File: config.mk
export PLATFORM = sky130hd
export DESIGN_NAME = rvb_clmul_arbiter
export DESIGN_NICKNAME = d
export VERILOG_FILES = /design/src/rtl/rvb_clmul_arbiter_pkg.sv /design/src/rtl/rvb_rr_pick.sv /design/src/rtl/rvb_clmul_arbiter.sv
export SDC_FILE = /design/constraint.sdc
export NUM_CORES = 1
export LEC_CHECK = 0
export BUFFER_PORTS_ARGS = -buffer_cell sky130_fd_sc_hd__buf_2
export CAP_MARGIN = 0
export CORE_AREA = 2 2 120 122
export CTS_BUF_LIST = sky130_fd_sc_hd__clkbuf_4 sky130_fd_sc_hd__clkbuf_8
export CTS_CLUSTER_DIAMETER = 40
export DETAILED_ROUTE_END_ITERATION = 10
export DIE_AREA = 0 0 122 124
export PLACE_DENSITY = 0.78
export SLEW_MARGIN = 20
export SYNTH_ARGS = -nofsm -noshare
export SYNTH_HDL_FRONTEND = slang
export SYNTH_SLANG_ARGS = --single-unit
export TNS_END_PERCENT = 10
File: constraint.sdc
create_clock -name clock -period 3.35 [get_ports clock]
set_input_delay 0.1675 -clock clock [delete_from_list [all_inputs] [get_ports clock]]
set_output_delay 0.1675 -clock clock [all_outputs]
set_load 0.05 [all_outputs]
File: src/rtl/rvb_clmul_arbiter_pkg.sv
// Shared bitmanip definitions: arbiter FSM encoding, op select values and
// the default watchdog limit.
package rvb_clmul_arbiter_pkg;

   typedef enum logic [1:0] {
      ST_IDLE  = 2'd0,
      ST_ISSUE = 2'd1,
      ST_WAIT  = 2'd2,
      ST_RESP  = 2'd3
   } arb_state_t;

   localparam logic OP_CLMUL  = 1'b0;
   localparam logic OP_CLMULH = 1'b1;

   localparam int DEFAULT_TIMEOUT = 15;

endpackage

File: src/rtl/rvb_rr_pick.sv
// Combinational round-robin picker: the first set request bit searching
// upward from ptr+1 (wrapping) wins; returns a one-hot grant and its index.
module rvb_rr_pick #(
   parameter int N  = 2,
   localparam int IW = (N > 1) ? $clog2(N) : 1
) (
   input  logic [N-1:0]  req,
   input  logic [IW-1:0] ptr,
   output logic [N-1:0]  grant,
   output logic [IW-1:0] grant_idx,
   output logic          any
);

   logic [IW-1:0] idx;

   // NOTE: every combinational output gets a default before the search so
   // no path through the loop leaves a value unassigned (no latch).
   always_comb begin
      grant     = '0;
      grant_idx = '0;
      any       = 1'b0;
      idx       = '0;
      for (int k = 1; k <= N; k++) begin
         idx = IW'((int'(ptr) + k) % N);
         if (!any && req[idx]) begin
            any        = 1'b1;
            grant[idx] = 1'b1;
            grant_idx  = idx;
         end
      end
   end

endmodule

File: src/rtl/rvb_clmul_arbiter.sv
// Round-robin arbiter sharing one multi-cycle carry-less multiplier between
// NUM_REQ requesters, with a hang watchdog and a completed-op counter.
module rvb_clmul_arbiter
   import rvb_clmul_arbiter_pkg::*;
#(
   parameter int NUM_REQ = 2,
   parameter int TIMEOUT = DEFAULT_TIMEOUT
) (
   input  logic                  clock,
   input  logic                  reset,
   input  logic [NUM_REQ-1:0]    req_valid,
   output logic [NUM_REQ-1:0]    req_ready,
   input  logic [32*NUM_REQ-1:0] req_rs1,
   input  logic [32*NUM_REQ-1:0] req_rs2,
   input  logic [NUM_REQ-1:0]    req_h,
   output logic [NUM_REQ-1:0]    resp_valid,
   input  logic [NUM_REQ-1:0]    resp_ready,
   output logic [31:0]           resp_rd,
   output logic                  resp_err,
   input  logic                  u_din_ready,
   output logic [31:0]           u_rs1,
   output logic [31:0]           u_rs2,
   output logic                  u_op_clmul,
   output logic                  u_op_clmulh,
   input  logic                  u_dout_valid,
   input  logic [31:0]           u_dout_rd,
   output logic                  err_timeout,
   output logic [31:0]           ops_done
);

   localparam int IDX_W = $clog2(NUM_REQ);
   localparam int WD_W  = $clog2(TIMEOUT + 1);

   arb_state_t         state, state_nxt;
   logic [IDX_W-1:0]   rr_q, grant_q;
   logic [31:0]        rs1_q, rs2_q, result_q, ops_q;
   logic               h_q, err_q, err_timeout_q;
   logic [WD_W-1:0]    wd_q;
   logic               wd_expired;

   logic [NUM_REQ-1:0] pick_oh;
   logic [IDX_W-1:0]   pick_idx;
   logic               pick_any;

   logic [31:0]        rs1_arr [NUM_REQ];
   logic [31:0]        rs2_arr [NUM_REQ];

   for (genvar i = 0; i < NUM_REQ; i++) begin : g_unpack
      assign rs1_arr[i] = req_rs1[32*i +: 32];
      assign rs2_arr[i] = req_rs2[32*i +: 32];
   end

   rvb_rr_pick #(.N(NUM_REQ)) u_pick (
      .req       (req_valid),
      .ptr       (rr_q),
      .grant     (pick_oh),
      .grant_idx (pick_idx),
      .any       (pick_any)
   );

   // The watchdog fires on the TIMEOUT-th WAIT cycle; a same-cycle unit result wins.
   assign wd_expired = (wd_q == WD_W'(TIMEOUT - 1));

   always_comb begin
      state_nxt   = state;
      req_ready   = '0;
      resp_valid  = '0;
      u_op_clmul  = 1'b0;
      u_op_clmulh = 1'b0;
      case (state)
         ST_IDLE: begin
            if (pick_any) begin
               req_ready = pick_oh;
               state_nxt = ST_ISSUE;
            end
         end
         ST_ISSUE: begin
            u_op_clmulh = (h_q == OP_CLMULH);
            u_op_clmul  = (h_q == OP_CLMUL);
            if (u_din_ready) state_nxt = ST_WAIT;
         end
         ST_WAIT: begin
            if (u_dout_valid || wd_expired) state_nxt = ST_RESP;
         end
         ST_RESP: begin
            resp_valid[grant_q] = 1'b1;
            if (resp_ready[grant_q]) state_nxt = ST_IDLE;
         end
         default: state_nxt = ST_IDLE;
      endcase
   end

   // NOTE: all state is updated with non-blocking assignments so every
   // register samples pre-edge values regardless of statement order.
   always_ff @(posedge clock or negedge reset) begin
      if (!reset) begin
         state         <= ST_IDLE;
         rr_q          <= '0;
         grant_q       <= '0;
         rs1_q         <= '0;
         rs2_q         <= '0;
         h_q           <= OP_CLMUL;
         result_q      <= '0;
         err_q         <= 1'b0;
         err_timeout_q <= 1'b0;
         ops_q         <= '0;
         wd_q          <= '0;
      end else begin
         state <= state_nxt;
         case (state)
            ST_IDLE: begin
               if (pick_any) begin
                  rs1_q   <= rs1_arr[pick_idx];
                  rs2_q   <= rs2_arr[pick_idx];
                  h_q     <= req_h[pick_idx];
                  grant_q <= pick_idx;
               end
            end
            ST_ISSUE: begin
               if (u_din_ready) wd_q <= '0;
            end
            ST_WAIT: begin
               wd_q <= wd_q + 1'b1;
               if (u_dout_valid) begin
                  result_q <= u_dout_rd;
                  err_q    <= 1'b0;
               end else if (wd_expired) begin
                  result_q      <= '0;
                  err_q         <= 1'b1;
                  err_timeout_q <= 1'b1;
               end
            end
            ST_RESP: begin
               if (resp_ready[grant_q]) begin
                  ops_q <= ops_q + 32'd1;
                  rr_q  <= grant_q;
               end
            end
            default: ;
         endcase
      end
   end

   assign resp_rd     = result_q;
   assign resp_err    = (state == ST_RESP) && err_q;
   assign u_rs1       = rs1_q;
   assign u_rs2       = rs2_q;
   assign err_timeout = err_timeout_q;
   assign ops_done    = ops_q;

endmodule
Word-level counts from Yosys, hierarchy flattened
Cells that the tools add are included.
W data, S select, Z words.
{ "totals": {"elab_cells": 93, "register_bits": 139, "out_inout_bits": 136, "in_bits": 170} }
{ "classes": {"bitwise": 4, "n_mux": 42, "n_eq_ne": 8, "n_lt_le_gt_ge": 8, "addsub": 4, "n_reduce_logical": 16} }
{ "ops": {"columns": ["op", "count"], "rows": [
  ["$mux W32", 8],
  ["$add A32 B1 Y32 const B", 1],
  ["$mux W1", 19],
  ["$mux W2", 9],
  ["$lt A1 B2 Y1 const B", 4],
  ["$ne A2 B2 Y1 const B", 4],
  ["$pmux W2 S4", 1],
  ["$pmux W4 S2", 1],
  ["$reduce_and A2 Y1", 4],
  ["$logic_and A1 B1 Y1", 5],
  ["$add A4 B1 Y4 const B", 1],
  ["$eq A2 B2 Y1 const B", 2],
  ["$eq A4 B4 Y1 const B", 1],
  ["$mux W4", 1],
  ["$reduce_and A4 Y1", 1],
  ["$reduce_bool A2 Y1", 2],
  ["$demux W1 S1", 3],
  ["$ge A1 B1 Y1 const B", 3],
  ["$reduce_and A3 Y1", 1],
  ["$add A1 B1 Y1 const B", 2],
  ["$eq A2 B1 Y1 const B", 1],
  ["$ge A2 B2 Y1 const B", 1],
  ["$logic_not A2 Y1", 1],
  ["$not A1 Y1", 2],
  ["other kinds (4)", 4]
]} }

Depth between registers and ports, before layout
Gate-level depths: netlist of the first run.
{ "depth": {"ltp_word": 11, "mapped_depth": 7, "mapped_depth_nobuf": 6} }

Hierarchy
A second synthesis of the first run with hierarchy kept.
{ "hier_totals": {"hier_cells": 560, "hier_area_um2": 6177.2} }
{ "by_module_without_submodules": {"columns": ["mod", "seq_area_each_um2", "n_inst", "area_per_inst_um2", "cells_each"], "rows": [
  ["rvb_clmul_arbiter", 3478.3, 1, 6144.6, 555],
  ["rvb_rr_pick", 0.0, 1, 32.5, 5]
]} }

Worst setup path before layout of the first run
Ideal clock, no wire load.
{ "synth_timing": {"path_type": "reg-to-reg", "from": "reg ops_q[13] (netlist: ops_done[13])", "to": "reg ops_q[29] (netlist: ops_done[29])", "required_ns": 3.268, "stages_incl_launch_ff": 5, "synth_period_minus_slack_ns": 2.028, "setup_ns": 0.082, "path_slack_ns": 1.322, "t_arrival_ns": 1.946, "n_path_buf": 0, "cell_sequence": "dfrtp_1 > nand3_1 > or4_4 > nor4_2 > xor2_1"} }
{ "synth_via": {"elab_chain_len": 1} }
{ "synth_lines": {"columns": ["item", "line", "source"], "rows": [
  ["start: declaration", "rvb_clmul_arbiter.sv:36", "logic [31:0] rs1_q, rs2_q, result_q, ops_q;"],
  ["start signal: assignment", "rvb_clmul_arbiter.sv:135", "ops_q <= ops_q + 32'd1;"],
  ["$add A32 B1 Y32", "rvb_clmul_arbiter.sv:135", null]
]} }
Every way passes these cells.
A chain may end at the register's enable or synchronous reset.

Worst setup path in the final report of the first run
{ "layout_timing": {"from": "reg rr_q", "to": "reg rs2_q[23] (netlist: u_rs2[23])"} }
{ "layout_via": {"elab_chain_len": 11, "elab_cells_between_ends": 17, "cone_classes": "add/sub (2); mux (11); bitwise (1); reduce/logical (3)"} }
{ "layout_lines": {"columns": ["item", "line", "source"], "rows": [
  ["start: declaration", "rvb_clmul_arbiter.sv:35", "logic [IDX_W-1:0] rr_q, grant_q;"],
  ["start signal: assignment", "rvb_clmul_arbiter.sv:136", "rr_q <= grant_q;"],
  ["$add A1 B1 Y1", "rvb_rr_pick.sv:24", "idx = IW'((int'(ptr) + k) % N);"],
  ["$mux W1 (implied by the code) (2 in a row)", "rvb_rr_pick.sv:25", "if (!any && req[idx]) begin"],
  ["$mux W1", "rvb_rr_pick.sv:25", null],
  ["$logic_not A1 Y1", "rvb_rr_pick.sv:25", null],
  ["$logic_and A1 B1 Y1", "rvb_rr_pick.sv:25", null],
  ["$mux W1", "rvb_rr_pick.sv:25", null],
  ["$not A1 Y2 (implied by the code)", "rvb_clmul_arbiter.sv:114", "rs2_q <= rs2_arr[pick_idx];"],
  ["$mux W32 (implied by the code) (3 in a row)", "rvb_clmul_arbiter.sv:114", null],
  ["end signal: assignment", "rvb_clmul_arbiter.sv:114", null],
  ["end: declaration", "rvb_clmul_arbiter.sv:36", null]
]} }
Several ways; a longest one is shown, not always the timed one. The select of a mux whose other input is x is not followed.

==> results.yml, run 1 <==
sta:
  finalClockSkew_ps: 12.5
  fin_crit_ps: 2670
  max_slew_margin_pct: 43.7
  report.final.setup_viol: 0
  setup_total_negative_slack_ps: 0
  timing.final.crit_share_pct: 79.7
  final_hold_viol_count: 0
  rsz0062_at_grt: "no"
  worst_hold_slack_ps: 27.8
  worst_slew_pin_slew_ps: 842
  final-max-slew-violation-count: 0
  max_clock_freq_mhz: 375
drt:
  drt_first_iter_violations: 385
  drt_pre_antenna_iters: 4
  drc_errors: 0
  vias_per_cell: 5.07
  ant_nets: 0
  post_drt_wl_per_cell_um: 16.6
  route.final.wire_length_um: 18900
  num_vias: 5770
finish:
  design.final.nets: 1122
  synthToLayoutAreaGrowth_pct: 50.6
  final.fill_count: 1041
  mostFrequentLayoutCell: "sky130_fd_sc_hd__buf_2"
  leading_cell_types_in_the_layout_fill_and_taps_excluded: "sky130_fd_sc_hd__buf_2, sky130_fd_sc_hd__dfrtp_1, sky130_fd_sc_hd__dlygate4sd3_1, sky130_fd_sc_hd__nand2_1, sky130_fd_sc_hd__o21ai_0"
  antenna-diode-count: 0
  final_layout_size_suffix_gt1_share_pct: 37.6
placed_design:
  finalWeightedCongestion: 0.830
  io_buffers: 305
  place.detailed.hpwl_um: 11900
power_and_ir_drop:
  p_leak_nw: 4.83
  p_int_mw: 4.07
  power.switching_mw: 4.34
  power_switching_share_pct: 51.6
  power-per-cell-area_nw_per_um2: 911
  seq_power_share_pct: 32.2
  irDropWorstVdd_uv: 576
  power.clock.fraction_pct: 15.0
  combinationalPowerShare_pct: 52.8
synth:
  synth.yosys.seq_area_share_pct: 56.7
  syn_avg_cell_area_um2: 11.2
  syn_nets: 723
  postSynthRegisterBits: 139
  postSynthCellCount: 546
  synth_cell_types: 39
  syn_area_um2: 6140
  synth-warning-count: 0
clocking:
  ctsResizeCount: 0
  max-clock-path-buffers: 2
  tritoncts: "done"
  htree_num_levels: 4
  cts-root-buf: "sky130_fd_sc_hd__clkbuf_8"
  clock_latency_ps: 440
  cts_made_buffers: 17
  clock_sink_count: 139
  clkTransAtPathRegs_ps: 80
grt:
  initial_antenna_violation_count: 0
  grt_usage_pct: 25.0
  grt_pass1_vias: 5838
  global_route_wire_length_before_repair_um: 28800
  grt_max_degree: 132
  overflow: 0
floorplan:
  fp.dieArea_um2: 15100
  dieHeight_um: 124
  ioPinCount: 306
  core_region_area_um2: 13700
  die_width_um: 122
  total_number_of_placement_rows: 43
  effective_utilization_at_floorplan_pct: 44.7
critical_path:
  timing.critical_path.fanout_max: 36
  path_class: "reg2reg"
  r2r_slack_ps: 680
  start_kind: "flip-flop"
  worst-endpoint-required_ps: 3640
  kind_of_end_point_of_the_critical_path: "flip-flop"
  cp.arrival_ps: 2960
run_status:
  run_status: "finished, final reports clean"
run:
  drv_cap: 0
hold_path:
  worst_hold_path_type: "in2reg"
## final timing paths
kind | from | end | depth (start not counted)
hold / removal | req_rs1[60] | u_rs1[28] | 3
min in group asynchronous | reset | ops_done[10] | 2
max in group asynchronous | reset | u_rs2[12] | 3
setup reg to reg | rr_q | u_rs2[23] | 5
hold reg to reg | ops_done[31] | ops_done[31] | 1
setup / recovery | rr_q | u_rs2[23] | 5
## metrics by stage
step	setup slack, ps	util [%]	cells	total power [mW]	cell area, µm²
after detailed placement	1320	57.5	1007	7.00	7890
final	681	67.4	1138	8.42	9240
after floorplan	1320	-	546	5.87	6140
after global routing	562	67.4	1138	8.87	9240
after CTS	885	67.4	1138	8.41	9240
after global placement	1430	57.5	1007	6.93	7890
## Yosys cell counts
master,number,area [µm²]
sky130_fd_sc_hd__or2_2,1,6.26
sky130_fd_sc_hd__nor4_4,1,21.3
sky130_fd_sc_hd__nor3_1,7,35.0
sky130_fd_sc_hd__nor4_2,3,37.5
sky130_fd_sc_hd__inv_1,10,37.5
sky130_fd_sc_hd__xor2_1,11,96.3
sky130_fd_sc_hd__buf_4,1,7.51
sky130_fd_sc_hd__or4_4,1,11.3
sky130_fd_sc_hd__a21boi_1,1,7.51
sky130_fd_sc_hd__o21bai_1,1,7.51
sky130_fd_sc_hd__buf_2,5,25.0
sky130_fd_sc_hd__nand2_1,79,297
sky130_fd_sc_hd__nor4_1,3,18.8
sky130_fd_sc_hd__or3_1,2,12.5
sky130_fd_sc_hd__ha_1,7,87.6
sky130_fd_sc_hd__and3_2,1,7.51
sky130_fd_sc_hd__nand3_1,13,65.1
sky130_fd_sc_hd__xnor2_1,20,175
sky130_fd_sc_hd__mux2i_1,67,671
sky130_fd_sc_hd__buf_1,3,11.3
sky130_fd_sc_hd__o311ai_0,1,8.76
sky130_fd_sc_hd__nor2_1,8,30.0
sky130_fd_sc_hd__nor2b_1,2,12.5
sky130_fd_sc_hd__and2_1,5,31.3
sky130_fd_sc_hd__o21ai_1,1,5.00
sky130_fd_sc_hd__mux2i_2,1,13.8
sky130_fd_sc_hd__dfrtp_1,139,3480
sky130_fd_sc_hd__a22o_1,35,307
sky130_fd_sc_hd__a21o_1,1,7.51
sky130_fd_sc_hd__a21boi_0,1,7.51
sky130_fd_sc_hd__a21oi_1,2,10.0
sky130_fd_sc_hd__and4_1,2,17.5
sky130_fd_sc_hd__nand4_2,1,12.5
sky130_fd_sc_hd__clkbuf_1,23,86.3
sky130_fd_sc_hd__and3_1,4,25.0
sky130_fd_sc_hd__o21ai_0,70,350
sky130_fd_sc_hd__mux2_2,3,33.8
sky130_fd_sc_hd__nand4_1,9,56.3
sky130_fd_sc_hd__nand2b_1,1,6.26
## critical path, cell delays in order, from the launching register on
cell and delay [ps]:
sky130_fd_sc_hd__dfrtp_1 430, sky130_fd_sc_hd__a21boi_4 680, sky130_fd_sc_hd__buf_12 340, sky130_fd_sc_hd__mux2i_1 260
sky130_fd_sc_hd__dlygate4sd3_1 630, sky130_fd_sc_hd__o21ai_0 130
## repair_timing
action,in CTS,in global routing
buffers inserted,0,0
hold endpoints to repair,157,0
hold buffers,99,0
## cell families (layout without fill, tap and decap cells)
logic type / after synthesis / after routing / synth area share [%]
simple gates: 143 / 143 / 11.5
flops: 139 / 139 / 56.7
compound gates: 113 / 113 / 11.6
mux: 71 / 71 / 11.7
buf+inv: 42 / 454 / 2.73
xor+xnor: 31 / 31 / 4.42
fa+ha+maj: 7 / 7 / 1.43
## registers in the layout, indices dropped and copies added, names as in the netlist, 2 cells and up
| name | flops |
|---|---|
| ops_done | 32 |
| resp_rd | 32 |
| u_rs1 | 32 |
| u_rs2 | 32 |
| wd_q | 4 |
| state | 2 |
## layer usage
metal  global-route usage (%)  up-vias  part of all wire, %
li1                         -     2721                    -
met1                     29.4     2719                   38
met2                     41.5      274                   50
met3                     7.51       56                  8.3
met4                     13.4        0                  3.8
met5                        0        -                    0
## cell type report
type | count | area, µm² | area share [%]
clock buffers | 18 | 241 | 2.61
clock inverters | 14 | 123 | 1.33
inverters | 10 | 37.5 | 0.406
multi-input cells | 365 | 2520 | 27.2
flip-flops and latches | 139 | 3480 | 37.6
well taps | 180 | 225 | 2.44
repair buffers | 412 | 2620 | 28.4
## power by group through the flow
stage / Combinational, mW / Sequential, mW / Clock, mW
5_1_grt: 4.70 / 2.78 / 1.38
4_1_cts: 4.41 / 2.69 / 1.30
3_5_place_dp: 4.30 / 2.70 / 0
6_report: 4.44 / 2.71 / 1.27
2_1_floorplan: 1.16 / 4.71 / 0
3_3_place_gp: 4.23 / 2.70 / 0
(Power assumes the default switching activity.)
==> inputs of run 2 (changes only) <==
--- a/config.mk
+++ b/config.mk
@@ -7,12 +7,12 @@
 export LEC_CHECK = 0
 export BUFFER_PORTS_ARGS = -buffer_cell sky130_fd_sc_hd__buf_2
 export CAP_MARGIN = 0
-export CORE_AREA = 2 2 120 122
+export CORE_MARGIN = 2
+export CORE_UTILIZATION = 47
 export CTS_BUF_LIST = sky130_fd_sc_hd__clkbuf_4 sky130_fd_sc_hd__clkbuf_8
 export CTS_CLUSTER_DIAMETER = 40
 export DETAILED_ROUTE_END_ITERATION = 10
-export DIE_AREA = 0 0 122 124
-export PLACE_DENSITY = 0.78
+export PLACE_DENSITY = 0.82
 export SLEW_MARGIN = 20
 export SYNTH_ARGS = -nofsm -noshare
 export SYNTH_HDL_FRONTEND = slang
==> constraint.sdc (replaced) <==
create_clock -name clock -period 2.8 [get_ports clock]
set_input_delay 0.14 -clock clock [delete_from_list [all_inputs] [get_ports clock]]
set_output_delay 0.14 -clock clock [all_outputs]
set_load 0.05 [all_outputs]
==> results.yml, run 2 (synthesis gave the netlist of run 1 again) <==
run_status:
  run_status: "finished, final reports clean"
floorplan:
  total_number_of_placement_rows: 41
  fp.dieArea_um2: 14000
  ioPinCount: 306
  effective_utilization_at_floorplan_pct: 48.4
  core_region_area_um2: 12700
  die_width_um: 118
  dieHeight_um: 118
critical_path:
  path_class: "reg2reg"
  worst-endpoint-required_ps: 3100
  start_kind: "flip-flop"
  timing.critical_path.fanout_max: 38
  cp.arrival_ps: 2480
  kind_of_end_point_of_the_critical_path: "flip-flop"
drt:
  num_vias: 5662
  route.final.wire_length_um: 18300
  drt_first_iter_violations: 270
  drc_errors: 0
  vias_per_cell: 5.11
  drt_pre_antenna_iters: 4
  ant_nets: 0
  post_drt_wl_per_cell_um: 16.5
clocking:
  postCtsHoldBufs: 75
  htree_num_levels: 4
  post-cts-setup-buffer-count: 0
  ctsResizeCount: 0
  clkTransAtPathRegs_ps: 80
  tritoncts: "done"
  clock_latency_ps: 430
  clock_sink_count: 139
  cts-root-buf: "sky130_fd_sc_hd__clkbuf_8"
  max-clock-path-buffers: 2
  cts_made_buffers: 17
hold_path:
  worst_hold_path_type: "in2reg"
placed_design:
  finalWeightedCongestion: 0.808
  io_buffers: 305
  placed_cells_incl_taps: 1001
  place.detailed.hpwl_um: 12300
sta:
  final-max-slew-violation-count: 0
  rsz0062_at_grt: "no"
  max_slew_margin_pct: 47.7
  final_hold_viol_count: 0
  timing.final.crit_share_pct: 78.0
  report.final.setup_viol: 0
  max_clock_freq_mhz: 458
  finalClockSkew_ps: 12.2
  fin_crit_ps: 2180
  setup_total_negative_slack_ps: 0
  worst_slew_pin_slew_ps: 782
finish:
  finish.cell_count_without_fillers: 1109
  final_layout_size_suffix_gt1_share_pct: 38.6
  mostFrequentLayoutCell: "sky130_fd_sc_hd__buf_2"
  design.final.nets: 1100
  final.fill_count: 957
  leading_cell_types_in_the_layout_fill_and_taps_excluded: "sky130_fd_sc_hd__buf_2, sky130_fd_sc_hd__dfrtp_1, sky130_fd_sc_hd__nand2_1, sky130_fd_sc_hd__dlygate4sd3_1, sky130_fd_sc_hd__o21ai_0"
  synthToLayoutAreaGrowth_pct: 46.5
  final_core_utilization_pct: 71.0
grt:
  grt_most_used_layer: "met2"
  overflow: 0
  global_route_wire_length_before_repair_um: 29600
  globalRouteMet3Util_pct: 8.35
  met1_usage_pct: 31.4
  grt_usage_pct: 26.8
  initial_antenna_violation_count: 3
  gr-usage-met2_pct: 45.3
  grt_pass1_vias: 5903
  grt_max_degree: 73
power_and_ir_drop:
  irDropWorstVdd_uv: 725
  p_leak_nw: 4.73
  power-per-cell-area_nw_per_um2: 1120
run:
  drv_cap: 0
## run 2: cell count changes in the layout (fill, tap and decap cells not counted)
cell,before,now
sky130_fd_sc_hd__diode_2,0,2
sky130_fd_sc_hd__clkinv_2,5,3
sky130_fd_sc_hd__buf_12,3,1
sky130_fd_sc_hd__clkbuf_8,17,18
sky130_fd_sc_hd__clkinvlp_4,2,3
sky130_fd_sc_hd__clkinv_4,4,3
sky130_fd_sc_hd__dlygate4sd3_1,99,75
sky130_fd_sc_hd__buf_4,5,9
sky130_fd_sc_hd__clkbuf_4,1,0
sky130_fd_sc_hd__inv_6,2,3
## run 2: cell type report
class                           count  area [µm²]  area share, %
Timing Repair Buffer              390        2370           26.4
Clock inverter                     13         120           1.34
Sequential cell                   139        3480           38.7
Multi-Input combinational cell    365        2520           28.0
Antenna cell                        2        5.00         0.0557
Tap cell                          172         215           2.39
Clock buffer                       18         248           2.75
Inverter                           10        37.5          0.417
## run 2: worst max-delay path, cell delays in order, from the launching register on
cell                            delay, ps
sky130_fd_sc_hd__dfrtp_1              430
sky130_fd_sc_hd__a21boi_4             170
sky130_fd_sc_hd__buf_4                510
sky130_fd_sc_hd__mux2i_1              270
sky130_fd_sc_hd__dlygate4sd3_1        570
sky130_fd_sc_hd__o21ai_0               70
## run 2: where the power goes
part           internal, mW  switching, mW
clock network         0.727          0.778
logic                  1.35           3.94
registers              2.77          0.458
## run 2: routing by layer
layer	routed length [µm]	vias to the layer above	part of all wire, %
met5	23	-	0.13
met4	679	4	3.7
met3	1310	52	7.1
met2	9000	237	49
met1	7320	2693	40
li1	-	2676	-
## run 2: path summary, 6_finish.rpt
kind,start,to,slack (ps),depth (start not counted)
max,rr_q,u_rs2[21],620,5
min,req_rs2[8],u_rs2[8],20,3
max reg2reg,rr_q,u_rs2[21],620,5
min reg2reg,ops_done[31],ops_done[31],480,1
max in group asynchronous,reset,wd_q[3],1610,3
min in group asynchronous,reset,ops_done[13],280,2
## run 2: through the flow
stage | area (µm²) | worst slack [ps] | hold WS [ps] | total power [mW]
3_5_place_dp | 7870 | 725 | 184 | 8.40
6_report | 8990 | 615 | 19.9 | 10.0
5_1_grt | 8990 | 458 | 14.4 | 10.6
4_1_cts | 8990 | 644 | 0.180 | 10.0
2_1_floorplan | 6140 | 772 | -156 | 7.02
3_3_place_gp | 7870 | 882 | 181 | 8.28
==> inputs of run 3 (changes only) <==
==> constraint.sdc (replaced) <==
create_clock -name clock -period 2.1 [get_ports clock]
set_input_delay 0.105 -clock clock [delete_from_list [all_inputs] [get_ports clock]]
set_output_delay 0.105 -clock clock [all_outputs]
set_load 0.05 [all_outputs]
==> results.yml, run 3 (synthesis gave the netlist of run 1 again) <==
run_status:
  run_status: "finished, final reports clean"
clocking:
  cts_made_buffers: 17
  max-clock-path-buffers: 2
  clock_latency_ps: 450
  htree_num_levels: 4
  clkTransAtPathRegs_ps: 70
  clock_sink_count: 139
  cts-root-buf: "sky130_fd_sc_hd__clkbuf_8"
  tritoncts: "done"
critical_path:
  worst-endpoint-required_ps: 2410
  crit_path_cell_trace: "a21boi_4 > buf_12 > buf_4 > clkbuf_16 > mux2i_1 > dlygate4sd3_1 > o21ai_0"
  critical_path_buf_inv_count: 4
  timing.critical_path.max_delay_family: "buffers and inverters"
  start_kind: "flip-flop"
  crit_path_top_delay_cell: "sky130_fd_sc_hd__dlygate4sd3_1"
  cp.arrival_ps: 2400
  kind_of_end_point_of_the_critical_path: "flip-flop"
  path_class: "reg2reg"
  timing.critical_path.fanout_max: 11
  maximum_single_stage_delay_on_the_critical_path_ps: 590
placed_design:
  finalWeightedCongestion: 0.795
  place.detailed.hpwl_um: 12200
  placed_cells_incl_taps: 1004
  io_buffers: 305
power_and_ir_drop:
  p_int_mw: 7.17
  power.clock.fraction_pct: 16.5
  combinationalPowerShare_pct: 53.1
  power-per-cell-area_nw_per_um2: 1430
  p_leak_nw: 5.20
  total_power_mw: 14.4
  power_switching_share_pct: 50.2
  seq_power_share_pct: 30.4
  irDropWorstVdd_uv: 994
  power.switching_mw: 7.24
floorplan:
  core_region_area_um2: 12700
  dieHeight_um: 118
  fp.dieArea_um2: 14000
  total_number_of_placement_rows: 41
  ioPinCount: 306
  effective_utilization_at_floorplan_pct: 48.4
  die_width_um: 118
sta:
  timing.final.crit_share_pct: 99.3
  final-max-slew-violation-count: 0
  worst_slew_pin_slew_ps: 584
  final_hold_viol_count: 0
  setup_total_negative_slack_ps: 0
  report.final.setup_viol: 0
  finalClockSkew_ps: 5.84
  max_clock_freq_mhz: 480
  worst_hold_slack_ps: 10.0
  fin_crit_ps: 2080
  max_slew_margin_pct: 60.9
drt:
  post_drt_wl_per_cell_um: 19.4
  ant_nets: 0
  num_vias: 6420
  route.final.wire_length_um: 23200
  vias_per_cell: 5.36
  drc_errors: 0
  drt_pre_antenna_iters: 5
  drt_first_iter_violations: 505
finish:
  mostFrequentLayoutCell: "sky130_fd_sc_hd__buf_2"
  finish.cell_count_without_fillers: 1197
  leading_cell_types_in_the_layout_fill_and_taps_excluded: "sky130_fd_sc_hd__buf_2, sky130_fd_sc_hd__dlygate4sd3_1, sky130_fd_sc_hd__dfrtp_1, sky130_fd_sc_hd__nand2_1, sky130_fd_sc_hd__o21ai_0"
  design.final.nets: 1188
  final_core_utilization_pct: 79.5
  synthToLayoutAreaGrowth_pct: 64.2
  final_layout_size_suffix_gt1_share_pct: 36.3
  final.fill_count: 729
grt:
  grt_max_degree: 64
  grt_usage_pct: 32.5
  overflow: 0
  grt_pass1_vias: 6813
  initial_antenna_violation_count: 3
  global_route_wire_length_before_repair_um: 35100
hold_path:
  worst_hold_path_type: "in2reg"
run:
  drv_cap: 0
-- run 3: final cells by class --
type	count	area, µm²	share of cell area [%]
multi-input cells	365	2530	25.1
repair buffers	478	3370	33.5
flip-flops and latches	139	3480	34.5
inverters	10	37.5	0.372
well taps	172	215	2.14
clock buffers	25	332	3.29
clock inverters	6	108	1.07
diodes	2	5.00	0.0497
-- run 3: layer usage --
| metal | GRT usage (%) | share of wire, % | up-vias | wire, µm |
|---|---|---|---|---|
| li1 | - | - | 2854 | - |
| met1 | 35.1 | 37 | 3061 | 8500 |
| met2 | 54.9 | 48 | 379 | 11200 |
| met3 | 9.94 | 8.0 | 124 | 1870 |
| met4 | 21.5 | 6.9 | 2 | 1610 |
| met5 | 0 | 0.043 | - | 10 |
-- run 3: worst paths after layout --
check / start / to / slack, ps / cells after the start
max: rr_q / u_rs1[7] / 20 / 7
min: req_rs1[40] / u_rs1[8] / 10 / 3
max reg2reg: rr_q / u_rs1[7] / 20 / 7
min reg2reg: ops_done[31] / ops_done[31] / 470 / 1
max in group asynchronous: reset / resp_rd[23] / 1140 / 3
min in group asynchronous: reset / ops_done[26] / 210 / 2
-- run 3: through the flow --
stage / instance area [µm²] / setup slack (ps)
after floorplan: 6140 / 72.4
after global placement: 7950 / 273
after detailed placement: 7950 / 121
after CTS: 9930 / 35.8
after global routing: 10100 / -66.1
final: 10100 / 15.6
-- run 3: power groups by stage --
stage          Combinational [mW]  Clock [mW]  Sequential [mW]
6_report                     7.66        2.38             4.38
5_1_grt                      8.01        2.53             4.47
4_1_cts                      7.31        2.41             4.28
3_5_place_dp                 7.00           0             4.29
3_3_place_gp                 6.87           0             4.26
2_1_floorplan                1.85           0             7.51
-- run 3: timing repair --
item,4_1_cts,5_1_grt
setup endpoints to repair,0,33
endpoints found under the hold margin,155,0
hold buffers,154,0
resized for setup,0,5
setup buffers,0,3
-- run 3: worst register-to-register path, cell delays in order, from the launching register on --
cell and delay (ps):
sky130_fd_sc_hd__dfrtp_1 430, sky130_fd_sc_hd__a21boi_4 180, sky130_fd_sc_hd__buf_12 170, sky130_fd_sc_hd__buf_4 130
sky130_fd_sc_hd__clkbuf_16 170, sky130_fd_sc_hd__mux2i_1 180, sky130_fd_sc_hd__dlygate4sd3_1 590, sky130_fd_sc_hd__o21ai_0 100
